`src/rtl/yutorina_bus_arbiter_pkg.sv`:
```
// Shared types and constants for the yutorina four-master bus arbiter.
// Master count and owner encoding are fixed here; the arbiter and picker import them.
package yutorina_bus_arbiter_pkg;

   localparam int unsigned NumM    = 4;
   localparam int unsigned OwnerW  = 2;
   localparam int unsigned TenureW = 8;

   localparam logic [OwnerW-1:0] ResetOwner     = 2'd0;
   // Last owner starts at the highest index so master 0 wins the first arbitration.
   localparam logic [OwnerW-1:0] ResetLastOwner = 2'd3;

   typedef enum logic [0:0] {
      StIdle,
      StBusy
   } arb_state_e;

   function automatic logic [TenureW-1:0] tenure_sat_inc(input logic [TenureW-1:0] val);
      return (&val) ? val : val + 1'b1;
   endfunction

endpackage

```
`src/rtl/yutorina_rr_pick.sv`:
```
// Combinational 4-way round-robin picker: scans base+1, base+2, base+3, base+4 (mod 4)
// and returns the first requester as one-hot, index and a valid flag.
module yutorina_rr_pick
   import yutorina_bus_arbiter_pkg::*;
(
   input  logic [NumM-1:0]   req_i,
   input  logic [OwnerW-1:0] base_i,
   output logic [NumM-1:0]   grant_o,
   output logic [OwnerW-1:0] idx_o,
   output logic              valid_o
);

   logic [OwnerW-1:0] cand;
   logic              found;

   always_comb begin
      grant_o = '0;
      idx_o   = '0;
      found   = 1'b0;
      cand    = '0;
      // Offset NumM wraps back to base itself, so the base gets lowest priority.
      for (int unsigned i = 1; i <= NumM; i++) begin
         cand = base_i + OwnerW'(i);
         if (!found && req_i[cand]) begin
            found          = 1'b1;
            idx_o          = cand;
            grant_o[cand]  = 1'b1;
         end
      end
      valid_o = found;
   end

endmodule

```
`src/rtl/yutorina_bus_arbiter.sv`:
```
// Round-robin arbiter for four bus masters with a tenure limit, plus the shared-bus mux
// that forwards the granted master's strobe, direction, address and write data.
module yutorina_bus_arbiter
   import yutorina_bus_arbiter_pkg::*;
#(
   parameter int unsigned NUM_M      = NumM,
   parameter int unsigned ADDR_W     = 30,
   parameter int unsigned DATA_W     = 32,
   parameter int unsigned MAX_TENURE = 16
) (
   input  logic                     clk_i,
   input  logic                     rst_i,
   input  logic [NUM_M-1:0]         m_req_i,
   output logic [NUM_M-1:0]         m_grant_o,
   input  logic [NUM_M-1:0]         m_as_i,
   input  logic [NUM_M-1:0]         m_rw_i,
   input  logic [NUM_M*ADDR_W-1:0]  m_addr_i,
   input  logic [NUM_M*DATA_W-1:0]  m_wr_data_i,
   output logic                     s_as_o,
   output logic                     s_rw_o,
   output logic [ADDR_W-1:0]        s_addr_o,
   output logic [DATA_W-1:0]        s_wr_data_o,
   output logic [OwnerW-1:0]        owner_o,
   output logic                     busy_o
);

   localparam bit TenureEn = (MAX_TENURE != 0);
   localparam logic [TenureW-1:0] TenureLimit =
      TenureW'((MAX_TENURE == 0) ? 0 : MAX_TENURE - 1);

   arb_state_e         state_q, state_d;
   logic [OwnerW-1:0]  owner_q, owner_d;
   logic [OwnerW-1:0]  last_owner_q, last_owner_d;
   logic [TenureW-1:0] tenure_q, tenure_d;
   logic [NUM_M-1:0]   grant_q, grant_d;

   logic [OwnerW-1:0]  pick_base;
   logic [NUM_M-1:0]   pick_grant;
   logic [OwnerW-1:0]  pick_idx;
   logic               pick_valid;
   logic               others_pending;
   logic               tenure_expired;

   assign pick_base = (state_q == StIdle) ? last_owner_q : owner_q;

   yutorina_rr_pick u_rr_pick (
      .req_i   (m_req_i),
      .base_i  (pick_base),
      .grant_o (pick_grant),
      .idx_o   (pick_idx),
      .valid_o (pick_valid)
   );

   assign others_pending = |(m_req_i & ~grant_q);
   assign tenure_expired = TenureEn && (tenure_q == TenureLimit);

   always_comb begin
      state_d      = state_q;
      owner_d      = owner_q;
      last_owner_d = last_owner_q;
      tenure_d     = tenure_q;
      grant_d      = grant_q;
      unique case (state_q)
         StIdle: begin
            if (pick_valid) begin
               state_d      = StBusy;
               owner_d      = pick_idx;
               last_owner_d = pick_idx;
               tenure_d     = '0;
               grant_d      = pick_grant;
            end
         end
         StBusy: begin
            if (!m_req_i[owner_q]) begin
               if (pick_valid) begin
                  owner_d      = pick_idx;
                  last_owner_d = pick_idx;
                  tenure_d     = '0;
                  grant_d      = pick_grant;
               end else begin
                  state_d  = StIdle;
                  tenure_d = '0;
                  grant_d  = '0;
               end
            end else if (tenure_expired) begin
               // Picker scans from owner+1, so the still-requesting owner ranks last.
               if (others_pending) begin
                  owner_d      = pick_idx;
                  last_owner_d = pick_idx;
                  tenure_d     = '0;
                  grant_d      = pick_grant;
               end
            end else begin
               tenure_d = tenure_sat_inc(tenure_q);
            end
         end
         default: begin
            state_d = StIdle;
            grant_d = '0;
         end
      endcase
   end

   always_ff @(posedge clk_i or posedge rst_i) begin
      if (rst_i) begin
         state_q      <= StIdle;
         owner_q      <= ResetOwner;
         last_owner_q <= ResetLastOwner;
         tenure_q     <= '0;
         grant_q      <= '0;
      end else begin
         state_q      <= state_d;
         owner_q      <= owner_d;
         last_owner_q <= last_owner_d;
         tenure_q     <= tenure_d;
         grant_q      <= grant_d;
      end
   end

   assign m_grant_o = grant_q;
   assign owner_o   = owner_q;
   assign busy_o    = (state_q == StBusy);

   // Idle bus parks as a read of address 0 with the strobe low.
   always_comb begin
      s_as_o      = 1'b0;
      s_rw_o      = 1'b1;
      s_addr_o    = '0;
      s_wr_data_o = '0;
      if (state_q == StBusy) begin
         s_as_o      = m_as_i[owner_q];
         s_rw_o      = m_rw_i[owner_q];
         s_addr_o    = m_addr_i[owner_q*ADDR_W +: ADDR_W];
         s_wr_data_o = m_wr_data_i[owner_q*DATA_W +: DATA_W];
      end
   end

   a_grant_onehot: assert property (@(posedge clk_i) disable iff (rst_i)
      $onehot0(m_grant_o));
   a_busy_matches_grant: assert property (@(posedge clk_i) disable iff (rst_i)
      busy_o == (|m_grant_o));

endmodule

```
`config.mk`:
```
export PLATFORM = sky130hd
export DESIGN_NAME = yutorina_bus_arbiter
export DESIGN_NICKNAME = d
export VERILOG_FILES = /design/src/rtl/yutorina_bus_arbiter_pkg.sv /design/src/rtl/yutorina_rr_pick.sv /design/src/rtl/yutorina_bus_arbiter.sv
export SDC_FILE = /design/constraint.sdc
export NUM_CORES = 1
export LEC_CHECK = 0
export CORE_AREA = 10 10 121 123
export CTS_CLUSTER_SIZE = 20
export DETAILED_ROUTE_END_ITERATION = 10
export DIE_AREA = 0 0 131 133
export GPL_TIMING_DRIVEN = 0
export PLACE_DENSITY = 0.71
export SLEW_MARGIN = 20
export SYNTH_ARGS = -nofsm -noshare
export SYNTH_HDL_FRONTEND = slang
export SYNTH_SLANG_ARGS = --single-unit
```
`constraint.sdc`:
```
create_clock -name clk_i -period 6.9 [get_ports clk_i]
set_input_delay 1.38 -clock clk_i [delete_from_list [all_inputs] [get_ports clk_i]]
set_output_delay 1.38 -clock clk_i [all_outputs]
set_load 0.01 [all_outputs]
```
==> qor.yml, run 1 <==
status: "complete, no violations"
synth_top_area_share_pct: 45.2
synth_ff_type: "dfrtp_1"
min_period_over_period_pct: 64.5
seq_power_share_pct: 7.5
synth_fa_ha_area_share_pct: 3.42
cp.required_ps: 5520
dr.pass1.iters: 4
cts-buffers-inserted: 3
synth-simple-area-share_pct: 21.6
synth.area.top_cells: "mux4_2 45%, and2_1 12%, dfrtp_1 11%"
drt-initial-drc-count: 207
critPathKind: "flop to output pin"
area_growth_pct: 110
fin_ws_ps: 2450
grt_usage_pct: 24.4
drc: 0
muxShareOfSynthArea_pct: 48.8
yosysUniqueCellTypes: 41
insertion_delay_ps: 250
finalSetupViolCount: 0
fp.dieH_um: 133
min-delay-path-class: "flop to flop"
cts_tree: "done"
synth_edf_count: 0
netlist_area_sq_um: 3290
rsz0062_at_grt: "no"
via_count: 4121
grt_util_met1_pct: 26.1
p_clk_share_pct: 5.3
ys_ff_latch: 17
cpLargestDelayFamily: "buffers and inverters"
met3_usage_pct: 16.6
worstSetupEndpointType: "output pin"
grt_first_pass_wirelength_um: 31200
final_common_cell: "clkdlybuf4s50_1"
avgSynthCellArea_sq_um: 10.9
skew_ps: 3.11
startpoint_type: "flop"
vias_per_cell: 5.08
nets: 910
crit_slowest_cell: "mux4_2"
arrival_ps: 3070
tightest_slew_ps: 871
fmax_mhz: 225
yosys.area.top_type: "mux4_2"
antenna_found_initial: 6
drv_slew: 0
sw_frac_of_total_pct: 42.0
die_w_um: 131
p_comb_share_pct: 87.3
placementRows: 41
critPathBufInv: 4
place_congestion: 1.00
busiest_layer: "met2"
tns_ps: 0
post_drt_wl_per_cell_um: 27.4
clock-sinks: 17
crit_chain: "buf_2 > buf_1 > buf_2 > mux4_2 > and2_1 > clkdlybuf4s50_1"
grt_pass1_vias: 4474
h-tree-depth: 1
synth-compound-area-share_pct: 8.48
overflow: 0
syn-num-nets: 573
grt_start_max_net_pins: 18
synth_warnings: 0
drive_gt1_share_pct: 13.8
clk_pin_slew_worst_paths_ps: 50
synth_top_family_by_area: "multiplexers"
async_flop_share_pct: 100
p_leak_nw: 2.51
p_sw_mw: 0.924
vdd_drop_max_mv: 0.132
place_ws_ps: 2480
io_pins: 333
cts_hold_buf: 0
critical-path-max-stage-delay_ps: 570
wl_um: 22200
min_period_ps: 4450
cpMostUsedCell: "buf_2"
finalPower_mw: 2.20
maxCapViolations: 0
cts-resized-gates: 0
regToRegSetupSlack_ps: 3830
postCtsSetupBuffers: 0
root_buffer: "clkbuf_16"
start_util_pct: 26.6
power_density_nw_per_um2: 319
synthXorXnorAreaFrac_pct: 0
crit_fanout: 10
dieArea_sq_um: 17400
drtAntennaViolNets: 0
core_area_sq_um: 12400
use_met2_pct: 39.6
fill_cells: 1112
final_hold_viol_count: 0
numPortBuffers: 332
slew_headroom_pct: 41.9
syn_inst: 302
ctsLongestPathBuffers: 2
yosysSeqAreaShare_pct: 13.0
dpl.hpwl_um: 19600
final_cell_mix: "332 x clkdlybuf4s50_1, 66 x mux4_2, 64 x and2_1, 21 x nand2_1, 15 x dfrtp_1"
internal-power_mw: 1.28
-- power groups by stage --
stage	logic [mW]	clock network, mW	registers (mW)
2_1_floorplan	1.04	0	0.165
3_3_place_gp	1.91	0	0.164
3_5_place_dp	1.92	0	0.166
4_1_cts	1.94	0.118	0.164
5_1_grt	2.07	0.124	0.170
6_report	1.92	0.116	0.164
-- flip-flops by register name (all words and copies together), names as in the netlist --
signal,flops
tenure_q,8
m_grant_o,4
last_owner_q,2
owner_o,2
busy_o,1
-- path summary, 6_finish.rpt --
kind / from / to / cells after the start
worst min-delay path: last_owner_q[1] / last_owner_q[1] / 2
min in group asynchronous: rst_i / busy_o / 2
worst max-delay path: owner_o[0] / s_addr_o[4] / 6
worst max register to register: busy_o / m_grant_o[3] / 9
worst min register to register: last_owner_q[1] / last_owner_q[1] / 2
max in group asynchronous: rst_i / tenure_q[4] / 2
-- metrics by stage --
stage	cell area (sq um)	std cells	util, %	hold WS, ps
2_1_floorplan	3290	302	-	439
3_3_place_gp	6830	806	55.2	447
3_5_place_dp	6830	806	55.2	466
4_1_cts	6910	810	55.9	476
5_1_grt	6910	811	55.9	511
6_report	6910	811	55.9	469
-- routing by layer --
metal	wire, um	part of all wire [%]	vias up
li1	-	-	1864
met1	7590	34	1978
met2	10300	46	246
met3	3990	18	25
met4	247	1.1	8
met5	50	0.23	-
-- kinds of logic after synthesis --
group	Yosys count
simple gates	127
fa+ha+maj	9
compound gates	39
flops	17
mux	75
buf+inv	35
-- tightest hold or removal path: cells and delay by family, from the launching register on --
kind	cells	cell delay [ps]
flops	1	370
simple gates	2	100
-- cells in the mapped netlist (7+ instances only) --
| library cell | count |
|---|---|
| o21ai_0 | 11 |
| buf_2 | 8 |
| a21oi_1 | 8 |
| nor3_1 | 7 |
| mux4_2 | 66 |
| dfrtp_1 | 15 |
| and2_1 | 64 |
| buf_1 | 7 |
| ha_1 | 9 |
| nand2_1 | 21 |
| clkbuf_1 | 13 |
| nor2_1 | 12 |
-- area by class of cell --
| cell class | instances | area (sq um) | area share, % |
|---|---|---|---|
| clock buffers | 4 | 78.8 | 1.14 |
| well taps | 172 | 215 | 3.11 |
| repair buffers | 332 | 3320 | 48.1 |
| plain buffers | 29 | 126 | 1.83 |
| flip-flops and latches | 17 | 428 | 6.19 |
| multi-input cells | 250 | 2710 | 39.2 |
| inverters | 6 | 27.5 | 0.398 |
| diodes | 1 | 2.50 | 0.0362 |
Note: power is estimated with default switching activity, not from simulation.
==> run 2: changes to the inputs <==
--- a/config.mk
+++ b/config.mk
@@ -5,12 +5,12 @@
 export SDC_FILE = /design/constraint.sdc
 export NUM_CORES = 1
 export LEC_CHECK = 0
-export CORE_AREA = 10 10 121 123
+export CORE_AREA = 10 10 123 125
 export CTS_CLUSTER_SIZE = 20
 export DETAILED_ROUTE_END_ITERATION = 10
-export DIE_AREA = 0 0 131 133
+export DIE_AREA = 0 0 133 135
 export GPL_TIMING_DRIVEN = 0
-export PLACE_DENSITY = 0.71
+export PLACE_DENSITY = 0.69
 export SLEW_MARGIN = 20
 export SYNTH_ARGS = -nofsm -noshare
 export SYNTH_HDL_FRONTEND = slang
==> constraint.sdc (replaced) <==
create_clock -name clk_i -period 4.2 [get_ports clk_i]
set_input_delay 0.84 -clock clk_i [delete_from_list [all_inputs] [get_ports clk_i]]
set_output_delay 0.84 -clock clk_i [all_outputs]
set_load 0.01 [all_outputs]
==> run 2 against run 1 <==
Compared with the run above: register-to-register slack got worse by 2700 ps; sequential power rose by 65%; final area barely moved; critical path depth did not move; clock skew barely moved; power rose by 65%; flip-flop and latch count did not move; setup slack got worse by 2200 ps; via count rose by 0.80%; largest power group unchanged; clock power rose by 66%.
==> qor.yml, run 2 (same netlist as run 1, synthesis figures left out) <==
startpoint_type: "flop"
nets: 910  # unchanged
io_pins: 333  # unchanged
crit_fanout: 10  # unchanged
cts-resized-gates: 0  # unchanged
wl_um: 22600  # +1.6%
numPortBuffers: 332  # unchanged
grt_usage_pct: 23.8  # -0.61 points
cts-buffers-inserted: 3  # unchanged
drc: 0  # unchanged
ctsLongestPathBuffers: 2  # unchanged
final_common_cell: "clkdlybuf4s50_1"
drv_slew: 0  # unchanged
largest_reg_flops: 8  # unchanged
h-tree-depth: 1  # unchanged
maxCapViolations: 0  # unchanged
critPathKind: "flop to output pin"
vdd_drop_max_mv: 0.260  # +98%
power_density_nw_per_um2: 525  # +65%
insertion_delay_ps: 250  # about the same
slew_headroom_pct: 43.4  # +1.4 points
clk_pin_slew_worst_paths_ps: 50  # about the same
clock-sinks: 17  # unchanged
overflow: 0  # unchanged
skew_ps: 2.97  # -0.132 ps
post_drt_wl_per_cell_um: 27.8  # +1.5%
tightest_slew_ps: 826  # -44.9 ps
finalSetupViolCount: 0  # unchanged
fp.dieH_um: 135  # +1.5%
final_hold_viol_count: 0  # unchanged
max_flop_register: "tenure_q"
dieArea_sq_um: 18000  # +3.1%
cp.required_ps: 3360  # -2160 ps
dr.pass1.iters: 4  # unchanged
tns_ps: 0  # unchanged
die_w_um: 133  # +1.5%
arrival_ps: 3090  # +20 ps
min_period_over_period_pct: 93.5
dpl.hpwl_um: 19900  # +1.5%
grt_first_pass_wirelength_um: 32000  # +2.8%
status: "complete, no violations"
min-delay-path-class: "flop to flop"
root_buffer: "clkbuf_16"
cts_tree: "done"
core_area_sq_um: 12600  # +1.7%
drt-initial-drc-count: 292  # +41%
fmax_mhz: 255
final_util_pct: 55.0  # -0.88 points
drtAntennaViolNets: 0  # unchanged
worstSetupEndpointType: "output pin"
min_period_ps: 3930
vias_per_cell: 5.12  # +0.68%
grt_start_max_net_pins: 18  # unchanged
rsz0062_at_grt: "no"
area_growth_pct: 110  # about the same
grt_pass1_vias: 4593  # +2.7%
start_util_pct: 26.2  # -0.43 points
drive_gt1_share_pct: 13.9  # +0.16 points
placementRows: 41  # unchanged
antenna_found_initial: 6  # unchanged
cts_hold_buf: 0  # unchanged
final_cell_mix: "332 x clkdlybuf4s50_1, 66 x mux4_2, 64 x and2_1, 21 x nand2_1, 15 x dfrtp_1"
p_leak_nw: 2.51  # +0.11%
via_count: 4154  # +0.80%
place_congestion: 0.904  # -9.6%
postCtsSetupBuffers: 0  # unchanged
## run 2: layer usage
layer / routed length [um] / vias up / track usage (%)
met4: 310 / 6 / 3.97
li1: - / 1862 / -
met5: 44 / - / 0
met2: 10800 / 226 / 39.2
met3: 2960 / 29 / 12.0
met1: 8390 / 2031 / 27.4
## run 2: where the power goes
group | total [mW] | internal, mW | switching (mW)
clock | 0.192 | 0.128 | 0.0645
sequential | 0.271 | 0.221 | 0.0494
combinational | 3.17 | 1.75 | 1.42
## run 2: path summary, 6_finish.rpt
| path | start | cells after the start | to | slack (ps) |
|---|---|---|---|---|
| worst max-delay path | owner_o[0] | 6 | s_wr_data_o[27] | 270 |
| worst min-delay path | last_owner_q[1] | 2 | last_owner_q[1] | 460 |
| worst max register to register | busy_o | 9 | m_grant_o[1] | 1120 |
| worst min register to register | last_owner_q[1] | 2 | last_owner_q[1] | 460 |
| max in group asynchronous | rst_i | 2 | tenure_q[6] | 2810 |
| min in group asynchronous | rst_i | 2 | tenure_q[4] | 980 |
## run 2: final cells by class
class                      instances  area [sq um]
clock inverter                     1          5.00
inverter                           6          27.5
sequential                        17           428
tap                              172           215
fill                            1097          5650
multi-input combinational        250          2710
timing repair buffer             332          3320
buffer                            29           126
clock buffer                       3          75.1
antenna                            2          5.00
## run 2: stage by stage
stage          hold slack, ps  total power [mW]  area, sq um  setup slack [ps]  instances
4_1_cts                   457              3.64         6910               210        810
5_1_grt                   472              3.86         6920              48.6        812
6_report                  456              3.63         6920               272        812
3_3_place_gp              448              3.39         6830               467        806
2_1_floorplan             439              1.99         3290              1360        302
3_5_place_dp              449              3.41         6830               501        806
## run 2: worst max-delay path, cell delays in order (launching register included)
cell,delay (ps)
dfrtp_1,380
buf_2,200
buf_1,490
buf_2,430
mux4_2,620
and2_1,220
clkdlybuf4s50_1,490
==> run 3: changes to the inputs <==
--- a/config.mk
+++ b/config.mk
@@ -5,12 +5,12 @@
 export SDC_FILE = /design/constraint.sdc
 export NUM_CORES = 1
 export LEC_CHECK = 0
-export CORE_AREA = 10 10 123 125
+export CORE_AREA = 10 10 121 123
 export CTS_CLUSTER_SIZE = 20
 export DETAILED_ROUTE_END_ITERATION = 10
-export DIE_AREA = 0 0 133 135
+export DIE_AREA = 0 0 131 133
 export GPL_TIMING_DRIVEN = 0
-export PLACE_DENSITY = 0.69
+export PLACE_DENSITY = 0.71
 export SLEW_MARGIN = 20
 export SYNTH_ARGS = -nofsm -noshare
 export SYNTH_HDL_FRONTEND = slang
==> constraint.sdc (replaced) <==
create_clock -name clk_i -period 4.95 [get_ports clk_i]
set_input_delay 0.99 -clock clk_i [delete_from_list [all_inputs] [get_ports clk_i]]
set_output_delay 0.99 -clock clk_i [all_outputs]
set_load 0.01 [all_outputs]
==> results of run 3 <==
The final DEF is identical to that of run 1. Status: complete, no violations.
Main changes from that run: setup slack after placement 2480 ps -> 1090 ps; setup slack after layout 2450 ps -> 886 ps; register-to-register setup slack 3830 ps -> 1880 ps; total power 2.20 mW -> 3.07 mW; worst IR drop on VDD 0.132 mV -> 0.183 mV
